$ cat config.mk
export PLATFORM = sky130hd
export DESIGN_NAME = dircc_processing_mem_port_arbiter_flat
export DESIGN_NICKNAME = d
export VERILOG_FILES = /design/src/rtl/dircc_processing_mem_port_arbiter_if.sv /design/src/rtl/dircc_processing_mem_port_arbiter.sv /design/src/flat_wrapper.sv
export SDC_FILE = /design/constraint.sdc
export NUM_CORES = 1
export LEC_CHECK = 0
export BUFFER_PORTS_ARGS = -buffer_cell sky130_fd_sc_hd__buf_4
export CORE_MARGIN = 4
export CORE_UTILIZATION = 42
export CTS_CLUSTER_DIAMETER = 30
export DETAILED_ROUTE_END_ITERATION = 12
export PLACE_DENSITY_LB_ADDON = 0.25
export RECOVER_POWER = 25
export SLEW_MARGIN = 20
export SYNTH_ARGS = -nofsm -noshare
export SYNTH_HDL_FRONTEND = slang
export SYNTH_SLANG_ARGS = --single-unit
$ cat constraint.sdc
create_clock -name clk -period 1.95 [get_ports clk]
set_input_delay 0.39 -clock clk [delete_from_list [all_inputs] [get_ports clk]]
set_output_delay 0.39 -clock clk [all_outputs]
set_load 0.005 [all_outputs]
$ cat src/rtl/dircc_processing_mem_port_arbiter_if.sv
// Bus bundle between the two Avalon-MM masters (rx/tx network engines),
// the port-B arbiter and the 16-bit port of the processing memory.
interface dircc_processing_mem_port_arbiter_if #(
    parameter int ADDR_W = 14,
    parameter int DATA_W = 16
);
    // master 0: network receive engine
    logic [ADDR_W-1:0] m0_address;
    logic              m0_read;
    logic              m0_write;
    logic [DATA_W-1:0] m0_writedata;
    logic [1:0]        m0_byteenable;
    logic              m0_waitrequest;
    logic [DATA_W-1:0] m0_readdata;
    logic              m0_readdatavalid;

    // master 1: network send engine
    logic [ADDR_W-1:0] m1_address;
    logic              m1_read;
    logic              m1_write;
    logic [DATA_W-1:0] m1_writedata;
    logic [1:0]        m1_byteenable;
    logic              m1_waitrequest;
    logic [DATA_W-1:0] m1_readdata;
    logic              m1_readdatavalid;

    // memory port B
    logic [ADDR_W-1:0] mem_address;
    logic              mem_chipselect;
    logic              mem_write;
    logic [DATA_W-1:0] mem_writedata;
    logic [1:0]        mem_byteenable;
    logic              mem_clken;
    logic [DATA_W-1:0] mem_readdata;

    // arbiter side
    modport slave (
        input  m0_address, m0_read, m0_write, m0_writedata, m0_byteenable,
        output m0_waitrequest, m0_readdata, m0_readdatavalid,
        input  m1_address, m1_read, m1_write, m1_writedata, m1_byteenable,
        output m1_waitrequest, m1_readdata, m1_readdatavalid,
        output mem_address, mem_chipselect, mem_write, mem_writedata,
        output mem_byteenable, mem_clken,
        input  mem_readdata
    );

    // masters plus memory side
    modport master (
        output m0_address, m0_read, m0_write, m0_writedata, m0_byteenable,
        input  m0_waitrequest, m0_readdata, m0_readdatavalid,
        output m1_address, m1_read, m1_write, m1_writedata, m1_byteenable,
        input  m1_waitrequest, m1_readdata, m1_readdatavalid,
        input  mem_address, mem_chipselect, mem_write, mem_writedata,
        input  mem_byteenable, mem_clken,
        output mem_readdata
    );
endinterface

$ cat src/rtl/dircc_processing_mem_port_arbiter.sv
// Two-master round-robin arbiter for the 16-bit port B of processing memory.
// One access per clock; reads return with a fixed two-cycle latency through
// a one-stage tracking pipeline. Out-of-range and read+write requests are
// accepted but flagged in a sticky error bit.
module dircc_processing_mem_port_arbiter #(
    parameter int ADDR_W   = 14,
    parameter int DATA_W   = 16,
    parameter int NUMWORDS = 15000
) (
    input  logic                               clk,
    input  logic                               reset_n,
    dircc_processing_mem_port_arbiter_if.slave bus,
    output logic                               err_sticky,
    input  logic                               err_clear
);
    localparam int              NUM_LANES = 2;
    localparam logic [ADDR_W:0] LIMIT     = (ADDR_W + 1)'(NUMWORDS);

    // per-master request view, lane k = master k
    logic [NUM_LANES-1:0]             rd, wr, req, grant, wait_r;
    logic [NUM_LANES-1:0][ADDR_W-1:0] addr;
    logic [NUM_LANES-1:0][DATA_W-1:0] wdata;
    logic [NUM_LANES-1:0][1:0]        be;

    assign rd    = {bus.m1_read, bus.m0_read};
    assign wr    = {bus.m1_write, bus.m0_write};
    assign addr  = {bus.m1_address, bus.m0_address};
    assign wdata = {bus.m1_writedata, bus.m0_writedata};
    assign be    = {bus.m1_byteenable, bus.m0_byteenable};
    assign req   = rd | wr;

    logic rr_last_d, rr_last_q;
    logic err_d, err_q;
    // read-tracking stage: {valid, master id, out_of_range}
    logic s1_vld_d, s1_vld_q;
    logic s1_id_d, s1_id_q;
    logic s1_oor_d, s1_oor_q;

    logic              gid, any_gnt, in_range, both_rw;
    logic              mem_cs, mem_we;
    logic [ADDR_W-1:0] mem_addr;
    logic [DATA_W-1:0] mem_wdata;
    logic [1:0]        mem_be;

    logic [NUM_LANES-1:0]             rdv_d, rdv_q;
    logic [NUM_LANES-1:0][DATA_W-1:0] rdata_d, rdata_q;

    // grant, memory command, error and read-tracking next state
    always_comb begin
        grant = '0;
        if (reset_n) begin
            if (req[0] && req[1]) grant = rr_last_q ? 2'b01 : 2'b10;
            else                  grant = req;
        end
        gid      = grant[1];
        any_gnt  = |grant;
        in_range = {1'b0, addr[gid]} < LIMIT;
        both_rw  = rd[gid] & wr[gid];

        // out-of-range accesses are accepted but never reach the memory
        mem_cs    = any_gnt & in_range;
        mem_we    = mem_cs & wr[gid];
        mem_addr  = mem_cs ? addr[gid]  : '0;
        mem_wdata = mem_cs ? wdata[gid] : '0;
        mem_be    = mem_cs ? be[gid]    : '0;

        rr_last_d = any_gnt ? gid : rr_last_q;

        // set wins over clear
        err_d = err_q;
        if (any_gnt && (!in_range || both_rw)) err_d = 1'b1;
        else if (err_clear)                    err_d = 1'b0;

        // read+write counts as a write: no read return
        s1_vld_d = any_gnt & rd[gid] & ~wr[gid];
        s1_id_d  = gid;
        s1_oor_d = ~in_range;
    end

    // return stage: steer registered memory data to the issuing master only
    always_comb begin
        for (int k = 0; k < NUM_LANES; k++) begin
            rdv_d[k]   = s1_vld_q && (s1_id_q == 1'(k));
            rdata_d[k] = rdata_q[k];
            if (rdv_d[k]) rdata_d[k] = s1_oor_q ? '0 : bus.mem_readdata;
        end
    end

    // arbiter state and read-tracking stage
    always_ff @(posedge clk or negedge reset_n) begin
        if (!reset_n) begin
            rr_last_q <= 1'b1;
            err_q     <= 1'b0;
            s1_vld_q  <= 1'b0;
            s1_id_q   <= 1'b0;
            s1_oor_q  <= 1'b0;
        end else begin
            rr_last_q <= rr_last_d;
            err_q     <= err_d;
            s1_vld_q  <= s1_vld_d;
            s1_id_q   <= s1_id_d;
            s1_oor_q  <= s1_oor_d;
        end
    end

    // per-master read data / valid registers
    always_ff @(posedge clk or negedge reset_n) begin
        if (!reset_n) begin
            rdv_q   <= '0;
            rdata_q <= '0;
        end else begin
            rdv_q   <= rdv_d;
            rdata_q <= rdata_d;
        end
    end

    // losers stall; everyone stalls while in reset
    assign wait_r = ~{NUM_LANES{reset_n}} | (req & ~grant);

    assign bus.m0_waitrequest   = wait_r[0];
    assign bus.m1_waitrequest   = wait_r[1];
    assign bus.m0_readdata      = rdata_q[0];
    assign bus.m1_readdata      = rdata_q[1];
    assign bus.m0_readdatavalid = rdv_q[0];
    assign bus.m1_readdatavalid = rdv_q[1];

    assign bus.mem_address    = mem_addr;
    assign bus.mem_chipselect = mem_cs;
    assign bus.mem_write      = mem_we;
    assign bus.mem_writedata  = mem_wdata;
    assign bus.mem_byteenable = mem_be;
    assign bus.mem_clken      = 1'b1;

    assign err_sticky = err_q;
endmodule
$ cat src/flat_wrapper.sv
// flat-port wrapper written by rule: the top's interface ports become plain ports
module dircc_processing_mem_port_arbiter_flat 
#(
    parameter int ADDR_W   = 14,
    parameter int DATA_W   = 16,
    parameter int NUMWORDS = 15000
)
  (clk, reset_n, err_sticky, err_clear, bus_m0_address, bus_m0_read, bus_m0_write, bus_m0_writedata, bus_m0_byteenable, bus_m0_waitrequest, bus_m0_readdata, bus_m0_readdatavalid, bus_m1_address, bus_m1_read, bus_m1_write, bus_m1_writedata, bus_m1_byteenable, bus_m1_waitrequest, bus_m1_readdata, bus_m1_readdatavalid, bus_mem_address, bus_mem_chipselect, bus_mem_write, bus_mem_writedata, bus_mem_byteenable, bus_mem_clken, bus_mem_readdata);
  dircc_processing_mem_port_arbiter_if #(.ADDR_W(ADDR_W), .DATA_W(DATA_W)) bus_i ();
  input  logic clk;
  input  logic reset_n;
  output logic err_sticky;
  input  logic err_clear;
  input wire logic [$bits(bus_i.m0_address)-1:0] bus_m0_address;
  input wire logic [$bits(bus_i.m0_read)-1:0] bus_m0_read;
  input wire logic [$bits(bus_i.m0_write)-1:0] bus_m0_write;
  input wire logic [$bits(bus_i.m0_writedata)-1:0] bus_m0_writedata;
  input wire logic [$bits(bus_i.m0_byteenable)-1:0] bus_m0_byteenable;
  output wire logic [$bits(bus_i.m0_waitrequest)-1:0] bus_m0_waitrequest;
  output wire logic [$bits(bus_i.m0_readdata)-1:0] bus_m0_readdata;
  output wire logic [$bits(bus_i.m0_readdatavalid)-1:0] bus_m0_readdatavalid;
  input wire logic [$bits(bus_i.m1_address)-1:0] bus_m1_address;
  input wire logic [$bits(bus_i.m1_read)-1:0] bus_m1_read;
  input wire logic [$bits(bus_i.m1_write)-1:0] bus_m1_write;
  input wire logic [$bits(bus_i.m1_writedata)-1:0] bus_m1_writedata;
  input wire logic [$bits(bus_i.m1_byteenable)-1:0] bus_m1_byteenable;
  output wire logic [$bits(bus_i.m1_waitrequest)-1:0] bus_m1_waitrequest;
  output wire logic [$bits(bus_i.m1_readdata)-1:0] bus_m1_readdata;
  output wire logic [$bits(bus_i.m1_readdatavalid)-1:0] bus_m1_readdatavalid;
  output wire logic [$bits(bus_i.mem_address)-1:0] bus_mem_address;
  output wire logic [$bits(bus_i.mem_chipselect)-1:0] bus_mem_chipselect;
  output wire logic [$bits(bus_i.mem_write)-1:0] bus_mem_write;
  output wire logic [$bits(bus_i.mem_writedata)-1:0] bus_mem_writedata;
  output wire logic [$bits(bus_i.mem_byteenable)-1:0] bus_mem_byteenable;
  output wire logic [$bits(bus_i.mem_clken)-1:0] bus_mem_clken;
  input wire logic [$bits(bus_i.mem_readdata)-1:0] bus_mem_readdata;
  assign bus_i.m0_address = bus_m0_address;
  assign bus_i.m0_read = bus_m0_read;
  assign bus_i.m0_write = bus_m0_write;
  assign bus_i.m0_writedata = bus_m0_writedata;
  assign bus_i.m0_byteenable = bus_m0_byteenable;
  assign bus_m0_waitrequest = bus_i.m0_waitrequest;
  assign bus_m0_readdata = bus_i.m0_readdata;
  assign bus_m0_readdatavalid = bus_i.m0_readdatavalid;
  assign bus_i.m1_address = bus_m1_address;
  assign bus_i.m1_read = bus_m1_read;
  assign bus_i.m1_write = bus_m1_write;
  assign bus_i.m1_writedata = bus_m1_writedata;
  assign bus_i.m1_byteenable = bus_m1_byteenable;
  assign bus_m1_waitrequest = bus_i.m1_waitrequest;
  assign bus_m1_readdata = bus_i.m1_readdata;
  assign bus_m1_readdatavalid = bus_i.m1_readdatavalid;
  assign bus_mem_address = bus_i.mem_address;
  assign bus_mem_chipselect = bus_i.mem_chipselect;
  assign bus_mem_write = bus_i.mem_write;
  assign bus_mem_writedata = bus_i.mem_writedata;
  assign bus_mem_byteenable = bus_i.mem_byteenable;
  assign bus_mem_clken = bus_i.mem_clken;
  assign bus_i.mem_readdata = bus_mem_readdata;
  dircc_processing_mem_port_arbiter #(.ADDR_W(ADDR_W), .DATA_W(DATA_W), .NUMWORDS(NUMWORDS)) u_core (.clk(clk), .reset_n(reset_n), .bus(bus_i), .err_sticky(err_sticky), .err_clear(err_clear));
endmodule
## Word level (Yosys, flattened, before mapping)

Index checks and enable logic that the tools add are counted.

| word-level totals | value |
|---|---|
| bits in registers | 39 |
| bits in latches | 0 |
| memory bits (writable) | 0 |
| ROM bits | 0 |
| input bits | 87 |
| output and inout bits | 72 |
| word-level logic and storage cells | 50 |
| memories | 0 |

| operators by class | value |
|---|---|
| $add $sub $neg | 0 |
| multiply operators | 0 |
| divide/modulo/power cells | 0 |
| $lt $le $gt $ge | 2 |
| equal/unequal tests | 0 |
| shift-type cells | 0 |
| muxes and demuxes | 19 |
| bitwise gates (word level) | 13 |
| reduce and logical (&&, ||, !) cells | 8 |

Operators with widths:

| operator | count |
|---|---|
| $mux W16 | 4 |
| $mux W14 | 3 |
| $lt A14 B14 Y1 const B | 1 |
| $mux W2 | 6 |
| $mux W1 | 6 |
| $and A1 B1 Y1 | 5 |
| $logic_and A1 B1 Y1 | 4 |
| $not A2 Y2 | 2 |
| $or A2 B2 Y2 | 2 |
| $not A1 Y1 | 3 |
| $and A2 B2 Y2 | 1 |
| $lt A1 B2 Y1 const B | 1 |
| $reduce_bool A2 Y1 | 1 |
| $reduce_or A2 Y1 | 1 |
| $logic_not A1 Y1 | 1 |
| $logic_or A1 B1 Y1 | 1 |

## Logic depth before layout (Yosys ltp)

| depth | value |
|---|---|
| word-level depth | 11 |
| mapped depth | 6 |
| gate-level depth less buffers | 4 |

## Worst setup path before layout

OpenSTA, ideal clock, no wires.

| path | value |
|---|---|
| kind | input to output |
| start point | in bus_m0_read |
| end point | out bus_mem_writedata[0] |
| data arrival time | 1461 ps |
| data required time | 1560 ps |
| setup slack | 99 ps |
| stages on the path | 6 |
| path buffers | 2 |
| path through | buf_4 -> o21a_4 -> o22ai_2 -> o2bb2ai_4 -> buf_6 -> nor3_1 |

| on the way | value |
|---|---|
| longest elaborated chain between the ends | 9 |
| elaborated cells on any way between the ends | 12 |
| classes of those cells | order compare (1); mux (7); bitwise (2); reduce/logical (2) |

Ends and longest elaborated chain:

| what | RTL line | RTL |
|---|---|---|
| from (decl) | flat_wrapper.sv:15 | `input wire logic [$bits(bus_i.m0_read)-1:0] bus_m0_read;` |
| $or A2 B2 Y2 (*) | dircc_processing_mem_port_arbiter.sv:30 | `assign req = rd \| wr;` |
| $logic_and A1 B1 Y1 | dircc_processing_mem_port_arbiter.sv:52 | `if (req[0] && req[1]) grant = rr_last_q ? 2'b01 : 2'b10;` |
| $mux W2 (*) | dircc_processing_mem_port_arbiter.sv:52 |  |
| $mux W2 (*) | dircc_processing_mem_port_arbiter.sv:51 | `if (reset_n) begin` |
| $mux W14 (not written as such) (2 in series) | dircc_processing_mem_port_arbiter.sv:57 | `in_range = {1'b0, addr[gid]} < LIMIT;` |
| $lt A14 B14 Y1 | dircc_processing_mem_port_arbiter.sv:57 |  |
| $and A1 B1 Y1 | dircc_processing_mem_port_arbiter.sv:61 | `mem_cs = any_gnt & in_range;` |
| $mux W16 (*) | dircc_processing_mem_port_arbiter.sv:64 | `mem_wdata = mem_cs ? wdata[gid] : '0;` |
| to (decl) | flat_wrapper.sv:33 | `output wire logic [$bits(bus_i.mem_writedata)-1:0] bus_mem_writedata;` |

Every way passes the cells marked *; elsewhere a longest branch is shown, timed or not. The select of a mux whose other input is x is not followed.

## Worst setup path in the final report

| path | value |
|---|---|
| start point | reg u_core.rr_last_q |
| end point | out bus_mem_address[6] |

| on the way | value |
|---|---|
| longest elaborated chain between the ends | 8 |
| elaborated cells on any way between the ends | 9 |
| classes of those cells | order compare (1); mux (6); bitwise (1); reduce/logical (1) |

Ends and longest elaborated chain:

| what | RTL line | RTL |
|---|---|---|
| from (decl) | dircc_processing_mem_port_arbiter.sv:32 | `logic rr_last_d, rr_last_q;` |
| from (signal assigned) | dircc_processing_mem_port_arbiter.sv:98 | `rr_last_q <= rr_last_d;` |
| $mux W2 (*) (2 in series) | dircc_processing_mem_port_arbiter.sv:52 |  |
| $mux W2 (*) | dircc_processing_mem_port_arbiter.sv:51 |  |
| $mux W14 (not written as such) (2 in series) | dircc_processing_mem_port_arbiter.sv:57, dircc_processing_mem_port_arbiter.sv:63 |  |
| $lt A14 B14 Y1 | dircc_processing_mem_port_arbiter.sv:57 |  |
| $and A1 B1 Y1 | dircc_processing_mem_port_arbiter.sv:61 |  |
| $mux W14 (*) | dircc_processing_mem_port_arbiter.sv:63 | `mem_addr = mem_cs ? addr[gid] : '0;` |
| to (decl) | flat_wrapper.sv:30 | `output wire logic [$bits(bus_i.mem_address)-1:0] bus_mem_address;` |

Marks and branches as above.

==> flow_metrics.py <==
metrics = {
    "outcome": {
        "status": "complete, but fails checks",
        "violations": "negative setup slack",
    },
    "global_routing": {
        "grt_max_degree": 36,
        "grt_pass1_wl_mm": 12.1,
        "antenna_found_initial": 0,
        "gr-total-overflow": 0,
        "grt_pass1_vias": 2569,
        "grt_usage_pct": 20.9,
    },
    "die": {
        "fp.dieW_um": 83.9,
        "initial_core_util_pct": 43.7,
        "design.portCount": 159,
        "rows": 27,
        "core-area_um2": 5540,
        "die-height_um": 83.9,
        "dieArea_um2": 7040,
    },
    "synthesis": {
        "synth_area_leaders": "dfrtp_1 (39%), mux2i_1 (13%), o21ai_0 (7.4%)",
        "seq_area_frac_synth_pct": 40.4,
        "synthFlopType": "dfrtp_1",
        "yosys.area.top_type": "dfrtp_1",
        "syn_inst": 249,
        "synth.distinct_cells": 36,
        "syn_area_um2": 2420,
        "async_reset_ff_share_pct": 100,
        "synth_edf_count": 0,
        "ys_warn_count": 0,
        "synth.ff_latch_count": 39,
        "synth.top_cell.area_share_pct": 39.3,
        "syn-num-nets": 336,
        "syn_area_per_cell_um2": 9.72,
    },
    "layout": {
        "fin_cells": 491,
        "fin_nets": 505,
        "drive_gt1_share_pct": 57.5,
        "area_growth_pct": 69.5,
        "n_antenna_cell": 0,
        "layout_common_cells": "buf_4 (172), dfrtp_1 (38), nand2_1 (36)",
        "final_common_cell": "buf_4",
    },
    "sta": {
        "finalClockSkew_ns": 0.00413,
        "slew_headroom_pct": 43.9,
        "finalHoldViolations": 0,
        "grt_setup_unrepaired": "true",
        "tightest_slew_ns": 0.841,
        "worst_slack_ns": -0.227,
        "finalSetupTns_ns": -6.18,
        "setup_viol_count_final": 34,
        "drv_slew": 0,
        "fin_crit_ns": 2.18,
        "period_share_pct": 112,
        "max_freq_mhz": 459,
    },
    "worst_setup_path": {
        "critPathMaxStageDelay_ns": 0.56,
        "cp_max_fo": 8,
        "critPathKind": "reg -> out",
        "critPathArrivalTime_ns": 1.79,
        "crit_chain": "o21a_4 > buf_12 > nor2_8 > clkbuf_16 > mux2i_1 > nor3_2 > buf_4",
        "endpoint_kind": "output pin",
        "cp_slowest_cell": "dfstp_2",
        "required_ns": 1.56,
        "start_kind": "register",
    },
    "clock_network": {
        "clock_sinks": 39,
        "cts_tree": "built",
        "hold_buffers": 0,
        "clockBufferDepth": 2,
        "numCtsBuffers": 5,
        "clk_latency_ns": 0.28,
        "cts_root_buf": "clkbuf_8",
        "htree_levels": 2,
        "path_clk_slew_ns": 0.07,
    },
    "pwr": {
        "internal_power_w": 0.00221,
        "ir_drop_mv": 0.467,
        "p_seq_share_pct": 36.9,
        "switching_share_pct": 28.1,
        "p_sw_w": 0.000866,
        "clkPwrFrac_pct": 25.1,
        "p_comb_share_pct": 38.1,
        "powerDensity_nw_per_um2": 750,
        "leakage_nw": 2.01,
    },
    "route": {
        "viasPerCell": 5.13,
        "ant_nets": 0,
        "drt_wl_total_mm": 7.68,
        "wire_per_inst_um": 15.6,
        "drc": 0,
        "drtPass1Iterations": 4,
        "drt_iter0_markers": 51,
        "vias": 2518,
    },
    "placement": {
        "place_congestion": 0.890,
        "dpl.cell_count": 477,
        "dp.final_hpwl_mm": 5.84,
        "port_buffers": 157,
    },
    "hold_path": {
        "worstHoldPathType": "in -> async",
    },
    "job": {
        "max_cap_violations": 0,
    },
}
-- cell usage after synthesis (2+ instances only) --
library cell,count
nor3_1,14
inv_1,4
nor3_2,17
buf_2,2
dfrtp_1,38
mux2i_1,31
o211ai_1,2
nand3_1,3
nand2b_1,17
buf_4,5
a21oi_1,4
nand2_1,36
clkbuf_1,6
nor2_1,4
o21ai_0,36
nor4_1,3
buf_6,8
-- layer usage --
layer  wire length, µm  share of wire [%]  global-route usage, %  vias up
li1                  -                  -                      -     1213
met1              2810                 37                   23.5     1143
met2              3750                 49                   35.5      132
met3               774                 10                   7.50       30
met4               338                4.4                   9.06        0
met5                 0                  0                      0        -
-- path summary, 6_finish.rpt --
check                      cells after the start                      start  slack (ns)                         to
max in group asynchronous                      2                    reset_n        1.03  u_core.bus.m1_readdata[2]
max reg2reg                                    5           u_core.rr_last_q        0.39          u_core.err_sticky
min reg2reg                                    2  u_core.bus.m1_readdata[7]        0.48  u_core.bus.m1_readdata[7]
max                                            7           u_core.rr_last_q       -0.23         bus_mem_address[6]
min in group clk                               3        bus_mem_readdata[8]        0.39  u_core.bus.m1_readdata[8]
min                                            2                    reset_n        0.15             u_core.s1_id_q
-- through the flow --
step	instance area, µm²	util [%]	hold slack (ns)	power (W)	setup slack, ns
after floorplan	2420	-	0.0944	0.00157	0.0992
after global placement	3730	67.4	0.396	0.00221	-0.0650
after detailed placement	3730	67.4	0.394	0.00224	-0.137
after CTS	3990	72.0	0.0857	0.00307	-0.232
after global routing	4100	74.1	0.179	0.00328	-0.291
final	4100	74.1	0.149	0.00308	-0.227
-- repair_timing --
action	4_1_cts	5_1_grt
endpoints found under the setup margin	33	35
pin swaps	2	1
buffers inserted	4	1
resized for setup	16	20
gates cloned	0	1
-- power by group through the flow --
stage          Combinational [W]  Sequential [W]  Clock (W)
2_1_floorplan           0.000413         0.00115          0
3_3_place_gp             0.00107         0.00115          0
3_5_place_dp             0.00109         0.00115          0
4_1_cts                  0.00114         0.00114   0.000793
5_1_grt                  0.00129         0.00116   0.000831
6_report                 0.00117         0.00113   0.000771
-- cells by family (layout without fill, tap and decap cells) --
family | count (synthesis) | in the layout | synth area share (%)
and+or+nand+nor | 97 | 97 | 23.3
AOI/OAI and AO/OA | 55 | 55 | 16.0
DFF | 39 | 39 | 40.4
muxes | 31 | 31 | 12.8
buffers and inverters | 26 | 196 | 7.39
other | 1 | 1 | 0.155
-- sequential cells by signal, summed over array words and instances (netlist names) --
| register | count |
|---|---|
| u_core.bus.m0_readdata | 16 |
| u_core.bus.m1_readdata | 16 |
| u_core.rdv_q | 2 |
| u_core.err_sticky | 1 |
| u_core.rr_last_q | 1 |
| u_core.s1_id_q | 1 |
| u_core.s1_oor_q | 1 |
| u_core.s1_vld_q | 1 |
-- area by class of cell --
type / count / area, µm²
multi-input cells: 184 / 1420
flip-flops and latches: 39 / 977
clock inverters: 2 / 60.1
well taps: 72 / 90.1
clock buffers: 6 / 72.6
inverters: 4 / 15.0
repair buffers: 184 / 1470
fillers: 427 / 1440
-- worst max-delay path, delay by kind of cell, from the launching register on --
kind	cells	cell delay, ns
flops	1	0.56
buf+inv	3	0.42
simple gates	2	0.20
compound gates	1	0.18
mux	1	0.14
Note: power is estimated with default switching activity, not from simulation.
